### src/rtl/pll_init_pkg.sv
// Shared types, widths and helpers for the multi-channel PLL bring-up supervisor.
package pll_init_pkg;

  localparam int ICP_W  = 6;
  localparam int LPF_W  = 3;
  localparam int LOSS_W = 4;

  typedef enum logic [2:0] {
    RST_HOLD,
    WAIT_LOCK,
    STABLE,
    LOCKED,
    FAIL
  } pll_state_e;

  // Counter width large enough for the longest of the three phase limits.
  function automatic int cnt_w(input int a, input int b, input int c);
    int m;
    m = a;
    if (b > m) m = b;
    if (c > m) m = c;
    return ($clog2(m) < 1) ? 1 : $clog2(m);
  endfunction

  // Charge-pump select for a calibration step, saturating at the field maximum.
  function automatic logic [ICP_W-1:0] icp_map(input int base, input int step, input int idx);
    int v;
    v = base + idx * step;
    if (v > 63) v = 63;
    return ICP_W'(v);
  endfunction

  // Loop-filter resistor: base value with bit0 flipped on odd steps.
  function automatic logic [LPF_W-1:0] lpf_map(input logic [LPF_W-1:0] base, input logic [3:0] idx);
    return base ^ {2'b00, idx[0]};
  endfunction

endpackage

### src/rtl/pll_init_chan.sv
// One supervised PLL channel: lock synchroniser, bring-up FSM, phase counter
// and calibration mapping.
module pll_init_chan
  import pll_init_pkg::*;
#(
  parameter int               RST_CYCLES    = 64,
  parameter int               LOCK_TIMEOUT  = 4096,
  parameter int               STABLE_CYCLES = 256,
  parameter int               CAL_STEPS     = 4,
  parameter logic [ICP_W-1:0] ICP_BASE      = 6'd8,
  parameter logic [ICP_W-1:0] ICP_STEP      = 6'd4,
  parameter logic [LPF_W-1:0] LPF_BASE      = 3'd2
) (
  input  logic              clk_i,
  input  logic              rst_i,
  input  logic              lock_i,
  input  logic              relock_i,
  output logic              pll_rst_o,
  output logic [ICP_W-1:0]  icpsel_o,
  output logic [LPF_W-1:0]  lpfres_o,
  output logic              lock_o,
  output logic              fail_o,
  output logic [LOSS_W-1:0] loss_o
);

  localparam int            CW       = cnt_w(RST_CYCLES, LOCK_TIMEOUT, STABLE_CYCLES);
  localparam logic [CW-1:0] RST_LAST = CW'(RST_CYCLES - 1);
  localparam logic [CW-1:0] TO_LAST  = CW'(LOCK_TIMEOUT - 1);
  localparam logic [CW-1:0] ST_LAST  = CW'(STABLE_CYCLES - 1);
  localparam logic [3:0]    CAL_LAST = 4'(CAL_STEPS - 1);

  logic [1:0]        sync_q;
  logic              lock_s;
  pll_state_e        state_q;
  logic [CW-1:0]     cnt_q;
  logic [3:0]        cal_q;
  logic [3:0]        cal_d;
  logic [ICP_W-1:0]  icp_q;
  logic [LPF_W-1:0]  lpf_q;
  logic              rst_q;
  logic              lock_q;
  logic              fail_q;
  logic [LOSS_W-1:0] loss_q;

  assign lock_s = sync_q[1];
  assign cal_d  = cal_q + 4'd1;

  // Two-flop synchroniser for the raw lock, which is asynchronous to this clock.
  always_ff @(posedge clk_i or posedge rst_i) begin
    if (rst_i) sync_q <= 2'b00;
    else       sync_q <= {sync_q[0], lock_i};
  end

  // Bring-up FSM; every output is registered and updated alongside the state.
  always_ff @(posedge clk_i or posedge rst_i) begin
    if (rst_i) begin
      state_q <= RST_HOLD;
      cnt_q   <= '0;
      cal_q   <= '0;
      icp_q   <= ICP_BASE;
      lpf_q   <= LPF_BASE;
      rst_q   <= 1'b1;
      lock_q  <= 1'b0;
      fail_q  <= 1'b0;
      loss_q  <= '0;
    end else if (relock_i) begin
      // Manual restart overrides everything; loss history survives.
      state_q <= RST_HOLD;
      cnt_q   <= '0;
      cal_q   <= '0;
      icp_q   <= icp_map(int'(ICP_BASE), int'(ICP_STEP), 0);
      lpf_q   <= LPF_BASE;
      rst_q   <= 1'b1;
      lock_q  <= 1'b0;
      fail_q  <= 1'b0;
    end else begin
      case (state_q)
        RST_HOLD: begin
          if (cnt_q == RST_LAST) begin
            state_q <= WAIT_LOCK;
            cnt_q   <= '0;
            rst_q   <= 1'b0;
          end else begin
            cnt_q <= cnt_q + CW'(1);
          end
        end
        WAIT_LOCK: begin
          if (lock_s) begin
            state_q <= STABLE;
            cnt_q   <= '0;
          end else if (cnt_q == TO_LAST) begin
            cnt_q <= '0;
            rst_q <= 1'b1;
            if (cal_q == CAL_LAST) begin
              state_q <= FAIL;
              fail_q  <= 1'b1;
            end else begin
              // Next calibration step: new settings land together with the PLL reset.
              state_q <= RST_HOLD;
              cal_q   <= cal_d;
              icp_q   <= icp_map(int'(ICP_BASE), int'(ICP_STEP), int'(cal_d));
              lpf_q   <= lpf_map(LPF_BASE, cal_d);
            end
          end else begin
            cnt_q <= cnt_q + CW'(1);
          end
        end
        STABLE: begin
          // A drop restarts both qualification and the lock timeout.
          if (!lock_s) begin
            state_q <= WAIT_LOCK;
            cnt_q   <= '0;
          end else if (cnt_q == ST_LAST) begin
            state_q <= LOCKED;
            cnt_q   <= '0;
            lock_q  <= 1'b1;
          end else begin
            cnt_q <= cnt_q + CW'(1);
          end
        end
        LOCKED: begin
          // Lost lock: count it and retry at the same calibration step.
          if (!lock_s) begin
            state_q <= RST_HOLD;
            cnt_q   <= '0;
            rst_q   <= 1'b1;
            lock_q  <= 1'b0;
            if (loss_q != {LOSS_W{1'b1}}) loss_q <= loss_q + LOSS_W'(1);
          end
        end
        FAIL: begin
          rst_q  <= 1'b1;
          fail_q <= 1'b1;
        end
        default: begin
          state_q <= RST_HOLD;
          cnt_q   <= '0;
          rst_q   <= 1'b1;
        end
      endcase
    end
  end

  assign pll_rst_o = rst_q;
  assign icpsel_o  = icp_q;
  assign lpfres_o  = lpf_q;
  assign lock_o    = lock_q;
  assign fail_o    = fail_q;
  assign loss_o    = loss_q;

endmodule

### src/rtl/pll_init_multi.sv
// Multi-channel PLL bring-up supervisor: NUM_PLL independent channels plus a
// registered all-channels-locked flag.
module pll_init_multi
  import pll_init_pkg::*;
#(
  parameter int               NUM_PLL       = 2,
  parameter int               RST_CYCLES    = 64,
  parameter int               LOCK_TIMEOUT  = 4096,
  parameter int               STABLE_CYCLES = 256,
  parameter int               CAL_STEPS     = 4,
  parameter logic [ICP_W-1:0] ICP_BASE      = 6'd8,
  parameter logic [ICP_W-1:0] ICP_STEP      = 6'd4,
  parameter logic [LPF_W-1:0] LPF_BASE      = 3'd2
) (
  input  logic                        init_clk,
  input  logic                        reset,
  input  logic [NUM_PLL-1:0]          pll_lock,
  input  logic [NUM_PLL-1:0]          relock_req,
  output logic [NUM_PLL-1:0]          pll_rst,
  output logic [ICP_W*NUM_PLL-1:0]    icpsel,
  output logic [LPF_W*NUM_PLL-1:0]    lpfres,
  output logic [NUM_PLL-1:0]          o_lock,
  output logic [NUM_PLL-1:0]          fail,
  output logic [LOSS_W*NUM_PLL-1:0]   loss_cnt,
  output logic                        all_locked
);

  for (genvar g = 0; g < NUM_PLL; g++) begin : g_chan
    pll_init_chan #(
      .RST_CYCLES   (RST_CYCLES),
      .LOCK_TIMEOUT (LOCK_TIMEOUT),
      .STABLE_CYCLES(STABLE_CYCLES),
      .CAL_STEPS    (CAL_STEPS),
      .ICP_BASE     (ICP_BASE),
      .ICP_STEP     (ICP_STEP),
      .LPF_BASE     (LPF_BASE)
    ) u_chan (
      .clk_i    (init_clk),
      .rst_i    (reset),
      .lock_i   (pll_lock[g]),
      .relock_i (relock_req[g]),
      .pll_rst_o(pll_rst[g]),
      .icpsel_o (icpsel[ICP_W*g +: ICP_W]),
      .lpfres_o (lpfres[LPF_W*g +: LPF_W]),
      .lock_o   (o_lock[g]),
      .fail_o   (fail[g]),
      .loss_o   (loss_cnt[LOSS_W*g +: LOSS_W])
    );
  end

  // Aggregate lock flag, one cycle behind the per-channel o_lock vector.
  always_ff @(posedge init_clk or posedge reset) begin
    if (reset) all_locked <= 1'b0;
    else       all_locked <= &o_lock;
  end

endmodule
### config.mk
export PLATFORM = sky130hd
export DESIGN_NAME = pll_init_multi
export DESIGN_NICKNAME = d
export VERILOG_FILES = /design/src/rtl/pll_init_pkg.sv /design/src/rtl/pll_init_chan.sv /design/src/rtl/pll_init_multi.sv
export SDC_FILE = /design/constraint.sdc
export NUM_CORES = 1
export LEC_CHECK = 0
export BUFFER_PORTS_ARGS = -buffer_cell sky130_fd_sc_hd__buf_2
export CORE_ASPECT_RATIO = 0.7
export CORE_MARGIN = 3
export CORE_UTILIZATION = 64
export DETAILED_ROUTE_END_ITERATION = 12
export GPL_ROUTABILITY_DRIVEN = 1
export PLACE_DENSITY_LB_ADDON = 0.3
export SYNTH_ARGS = -nofsm -noshare
export SYNTH_HDL_FRONTEND = slang
export SYNTH_SLANG_ARGS = --single-unit
### constraint.sdc
create_clock -name init_clk -period 5.3 [get_ports init_clk]
set_clock_uncertainty 0.05 [all_clocks]
set_input_delay 1.06 -clock init_clk [delete_from_list [all_inputs] [get_ports init_clk]]
set_output_delay 1.06 -clock init_clk [all_outputs]
set_load 0.02 [all_outputs]
==> out/results.tsv, run 1 <==
stage	metric	value	unit
die	die footprint	7250	sq um
worst_setup_path	setup slack, reg-to-reg	2750	ps
placed_design	GPL Wtd Cong	0.8800	
run_status	outcome	complete, no violations	
yosys	Cell variety after synth	79	
cells_and_area	final core occ	0.7285	
drt	Post-Route WL	8541	microns
cells_and_area	commonest non-fill, non-tap cell in the layout	dfrtp_1	
yosys	Main synth FF type	dfrtp_1	
drt	WL/cell	16.36	microns
drt	drt pass-1 iters	4	
worst_setup_path	Reg2Reg Depth	6	
drt	remaining antenna violation count after routing	0	
min_path	hold depth	0	
die	# IOs	39	
timing	final worst path period share	0.4810	
yosys	Yosys reg bits	67	
worst_setup_path	CP required	5500	ps
placed_design	Final HPWL DP	5835	microns
power_and_ir_drop	pwr/cell area	293.6	nW/um^2
yosys	Post-synth EDFFs	0	
yosys	Cell Area, Synth	4000	sq um
die	die outline width	100.5	microns
drt	Post-route DRC	0	
timing	Final Hold Fails	0	
worst_setup_path	Startpoint Class	register	
min_path	Worst Hold End	g_chan[0].u_chan.sync_q[1]	
clocking	Sink Count	67	
die	starting density of the core	0.6814	
timing	Slew Limit Headroom	0.4169	
min_path	worst hold path type	reg2reg	
power_and_ir_drop	P_leak	1.916	nW
drt	1st-iter DRT viols	285	
worst_setup_path	Worst Setup Path Type	reg2reg	
worst_setup_path	R2R Path Start	g_chan[0].u_chan.cnt_q[0]	
min_path	Hold Crit Start	g_chan[0].u_chan.sync_q[0]	
clocking	root buffer cell	clkbuf_8	
worst_setup_path	Arrival @ worst endpoint	2750	ps
clocking	postcts setup bufs	0	
cells_and_area	Fillers	443	
clocking	worst-case clock buffer depth	2	
grt	vias in the first global route	3092	
clocking	post-CTS sizing	0	
drt	vias post-DR	3267	
grt	largest net degree at the start of global routing	60	
timing	Peak Freq	0.3923	GHz
placed_design	area post-placement	4060	sq um
yosys	FFs w/ async S/R, synth	1.000	
clocking	clock-pin slew on the worst setup and hold paths	80	ps
timing	worst-margin pin slew	874.7	ps
timing	setup TNS	0	ps
power_and_ir_drop	Peak VDD IR	200.3	uV
timing	fin worst setup slack	2751	ps
grt	initial antenna violation count	0	
worst_setup_path	capturing point of the worst reg2reg path	g_chan[0].u_chan.icpsel_o[2]	
die	height of the die	72.15	microns
clocking	Num CTS Buffers	9	
grt	total track usage	0.2547	
die	area of the core	5871	sq um
drt	via/cell ratio	6.259	
die	Std-Cell Rows	23	
job	Max-cap violations	0	
yosys	Syn. warnings	0	
cells_and_area	Finished Cell Area	4277	sq um
placed_design	pre-CTS WS	2496	ps
placed_design	IO Port Bufs	34	
clocking	CTS Hold Buffers Added	0	
yosys	sequential element share of the synthesized area	0.4204	
clocking	H-tree levels	3	
worst_setup_path	CP endpoint kind	register	
cells_and_area	Nets	456	
cells_and_area	share of cells above drive strength 1	0.1812	
cells_and_area	diode count	0	
clocking	clock latency on the worst-skew pair	350	ps
timing	final setup fails	0	
power_and_ir_drop	overall power	1.256	mW
worst_setup_path	worst-path maximum fanout	11	
timing	unrepaired setup endpoints after global routing	false	
yosys	Mean Syn Cell Area	9.303	sq um
timing	Final Critical Period	2549	ps
cells_and_area	Layout area overhead	6.913	%
grt	GRT overflow	0	
clocking	CTS tree	done	
timing	Pins Over Slew Limit	0	
cells_and_area	highest-count cells in the layout ignoring fill and taps	dfrtp_1, nand2_1, buf_2	
yosys	Synth Instances	430	
grt	first-pass GRT wire length	14660	microns
## Yosys cell counts, types with 3 or more instances
master	number	share of area
a211oi_1	4	0.0075
xnor2_1	9	0.020
inv_1	10	0.0094
ha_1	8	0.025
a31oi_1	4	0.0063
buf_4	18	0.034
buf_2	10	0.013
nand4_1	9	0.014
nand3_1	16	0.020
o211ai_1	4	0.0075
or3_1	3	0.0047
a311oi_1	3	0.0066
nand2_1	57	0.053
nor3b_1	4	0.0075
nand4b_1	3	0.0066
o21bai_1	5	0.0094
nand3b_1	7	0.013
nor2_1	28	0.026
nor4_1	6	0.0094
and3_1	3	0.0047
or2_2	4	0.0063
dfrtp_1	63	0.39
nor3_1	12	0.015
clkbuf_1	8	0.0075
a21oi_1	23	0.029
xor2_1	12	0.026
a211o_1	3	0.0066
o21ai_1	4	0.0050
dfstp_2	4	0.026
nor2b_1	5	0.0078
o21ai_0	13	0.016
and2_1	3	0.0047
o22ai_1	4	0.0063
## worst max-delay path: stages (launching register included)
cell and delay (ps):
dfrtp_1 400, ha_1 200, nand3_1 380, nor4_2 690, and2_1 400, nor2_1 70
a311oi_1 260
## flip-flops by register name, indices dropped and copies added (netlist names)
name                     cells
g_chan.u_chan.pll_rst_o      2
g_chan.u_chan.cal_q          8
g_chan.u_chan.fail_o         2
g_chan.u_chan.cnt_q         24
all_locked                   1
g_chan.u_chan.lock_o         2
g_chan.u_chan.icpsel_o      10
g_chan.u_chan.state_q        6
g_chan.u_chan.sync_q         4
g_chan.u_chan.loss_o         8
## final cells by class
type	count	area [sq um]	share of cell area
Multi-Input combinational cell	318	2062	0.4822
Tap cell	75	93.84	0.02194
Clock buffer	10	127.6	0.02984
Timing Repair Buffer	36	185.2	0.04330
Sequential cell	67	1682	0.3932
Inverter	10	37.54	0.008777
Clock inverter	6	88.84	0.02077
## per-layer routing
metal	part of all wire	GRT usage
met1	0.46	0.3580
met2	0.45	0.3818
met3	0.067	0.05668
met4	0.018	0.1121
met5	0	0
## power breakdown
group,switching (mW),internal (mW)
clock,0.210,0.266
sequential,0.0483,0.542
combinational,0.116,0.0745
total,0.374,0.882
## cells by family (layout without fill, tap and decap cells)
kind of cell,count (synthesis),after routing,synth area share
fa+ha+maj,8,8,0.02502
other cells,2,4,0.001877
buf+inv,47,62,0.06600
xor+xnor,21,21,0.04598
compound gates,94,94,0.1639
mux,4,4,0.01063
flops,67,67,0.4204
simple gates,187,187,0.2662
## worst max-delay path by stage
stage / from / endpoint
floorplan: reset / all_locked
global placement: relock_req[1] / g_chan[1].u_chan.loss_o[1]
detailed placement: relock_req[1] / g_chan[1].u_chan.loss_o[1]
CTS: g_chan[0].u_chan.cnt_q[0] / g_chan[0].u_chan.icpsel_o[2]
global route: g_chan[0].u_chan.cnt_q[0] / g_chan[0].u_chan.icpsel_o[2]
finish: g_chan[0].u_chan.cnt_q[0] / g_chan[0].u_chan.icpsel_o[2]
## metrics by stage
stage	hold slack, ps	std cells
CTS	308.0	522
floorplan	281.2	432
finish	299.5	522
global placement	286.3	506
global route	324.4	522
detailed placement	291.0	506
No activity file was read; power rests on OpenSTA's default activity.
==> run 2: changes to the inputs <==
- CORE_UTILIZATION: 64 -> 60
- clock period: 5.3 -> 2.6 ns (I/O delays scaled with it)
==> out/results.tsv, run 2 (same netlist as run 1, synthesis figures left out) <==
stage	metric	value	unit
timing	worst-margin pin slew	660.3	ps
worst_setup_path	CP required	2770	ps
grt	initial antenna violation count	0	
drt	Post-Route WL	8741	microns
placed_design	IO Port Bufs	34	
timing	setup TNS	0	ps
drt	1st-iter DRT viols	218	
timing	Final Hold Fails	0	
cells_and_area	share of cells above drive strength 1	0.1943	
clocking	CTS Hold Buffers Added	0	
worst_setup_path	Startpoint Class	register	
job	Max-cap violations	0	
clocking	root buffer cell	clkbuf_8	
cells_and_area	diode count	0	
cells_and_area	commonest non-fill, non-tap cell in the layout	dfrtp_1	
grt	largest net degree at the start of global routing	50	
worst_setup_path	Worst Setup Path Type	reg2reg	
die	die footprint	7698	sq um
worst_setup_path	Arrival @ worst endpoint	2510	ps
drt	WL/cell	16.07	microns
timing	Slew Limit Headroom	0.5568	
timing	unrepaired setup endpoints after global routing	false	
power_and_ir_drop	P_leak	1.967	nW
die	starting density of the core	0.6313	
run_status	outcome	complete, no violations	
power_and_ir_drop	Peak VDD IR	474.1	uV
min_path	worst hold path type	in2async	
die	height of the die	74.32	microns
drt	drt pass-1 iters	6	
timing	final setup fails	0	
die	# IOs	39	
timing	Pins Over Slew Limit	0	
die	area of the core	6336	sq um
drt	remaining antenna violation count after routing	0	
clocking	H-tree levels	3	
placed_design	GPL Wtd Cong	0.9847	
cells_and_area	Nets	462	
clocking	clock latency on the worst-skew pair	350	ps
grt	first-pass GRT wire length	14920	microns
cells_and_area	largest register by flop count	g_chan.u_chan.cnt_q	
die	die outline width	103.6	microns
die	Std-Cell Rows	24	
worst_setup_path	CP endpoint kind	register	
cells_and_area	Layout area overhead	9.634	%
clocking	worst-case clock buffer depth	2	
cells_and_area	Fillers	499	
clocking	Num CTS Buffers	9	
grt	total track usage	0.2394	
timing	final worst path period share	0.9026	
grt	vias in the first global route	3079	
cells_and_area	highest-count cells in the layout ignoring fill and taps	dfrtp_1, nand2_1, buf_2	
placed_design	Final HPWL DP	6127	microns
clocking	post-CTS sizing	0	
drt	Post-route DRC	0	
power_and_ir_drop	pwr/cell area	609.8	nW/um^2
drt	via/cell ratio	6.153	
drt	vias post-DR	3347	
clocking	Sink Count	67	
clocking	CTS tree	done	
timing	Final Critical Period	2347	ps
clocking	postcts setup bufs	0	
timing	Peak Freq	0.4261	GHz
cells_and_area	Finished Cell Area	4385	sq um
placed_design	area post-placement	4138	sq um
worst_setup_path	worst-path maximum fanout	9	
grt	GRT overflow	0	
cells_and_area	max reg flops	24	
clocking	clock-pin slew on the worst setup and hold paths	70	ps
[run 2: area by class of cell]
type	instances	area [sq um]	area share
timing repair buffer	42	242.7	0.05535
clock buffer	9	123.9	0.02825
tap	91	113.9	0.02596
inverter	10	37.54	0.008559
sequential	67	1682	0.3835
multi-input combinational	318	2062	0.4702
clock inverter	7	123.9	0.02825
[run 2: worst max-delay path, stage by stage (launching register included)]
cell      delay (ps)
dfrtp_1          420
ha_1             240
and4_1           350
nand4_2          220
a211oi_4         430
or2_1            370
o21ai_1          130
[run 2: per-layer routing]
| metal | wire [microns] | vias up | GRT usage | share of wire |
|---|---|---|---|---|
| li1 | - | 1569 | - | - |
| met1 | 4211 | 1630 | 0.3372 | 0.48 |
| met2 | 3867 | 126 | 0.3775 | 0.44 |
| met3 | 513 | 22 | 0.04597 | 0.059 |
| met4 | 148 | 0 | 0.08702 | 0.017 |
| met5 | 0 | - | 0 | 0 |
[run 2: path summary, 6_finish.rpt]
kind / start / to / slack (ps) / depth (start not counted)
hold reg to reg: g_chan[0].u_chan.sync_q[0] / g_chan[0].u_chan.sync_q[1] / 300 / 0
setup / recovery: g_chan[1].u_chan.cnt_q[0] / g_chan[1].u_chan.cnt_q[7] / 250 / 6
max in group asynchronous: reset / g_chan[1].u_chan.icpsel_o[3] / 1720 / 3
min in group init_clk: pll_lock[1] / g_chan[1].u_chan.sync_q[0] / 230 / 1
hold / removal: reset / g_chan[1].u_chan.sync_q[1] / 120 / 2
setup reg to reg: g_chan[1].u_chan.cnt_q[0] / g_chan[1].u_chan.cnt_q[7] / 250 / 6
[run 2: through the flow]
stage / hold WS, ps / total power, mW / instances / utilization / setup WS (ps)
after floorplan: 281.2 / 1.534 / 432 / - / 353.5
after global placement: 281.2 / 1.604 / 528 / 0.6530 / 453.6
after detailed placement: 286.2 / 1.620 / 528 / 0.6530 / 340.8
after CTS: 118.4 / 2.693 / 544 / 0.6921 / 316.8
after global routing: 143.8 / 2.805 / 544 / 0.6921 / 116.2
final: 120.7 / 2.674 / 544 / 0.6921 / 253.3
[run 2: report_power, final]
part           leakage, nW  internal [mW]  switching [mW]
Sequential           0.906           1.10           0.102
Clock                0.120          0.643           0.421
Combinational        0.941          0.160           0.244
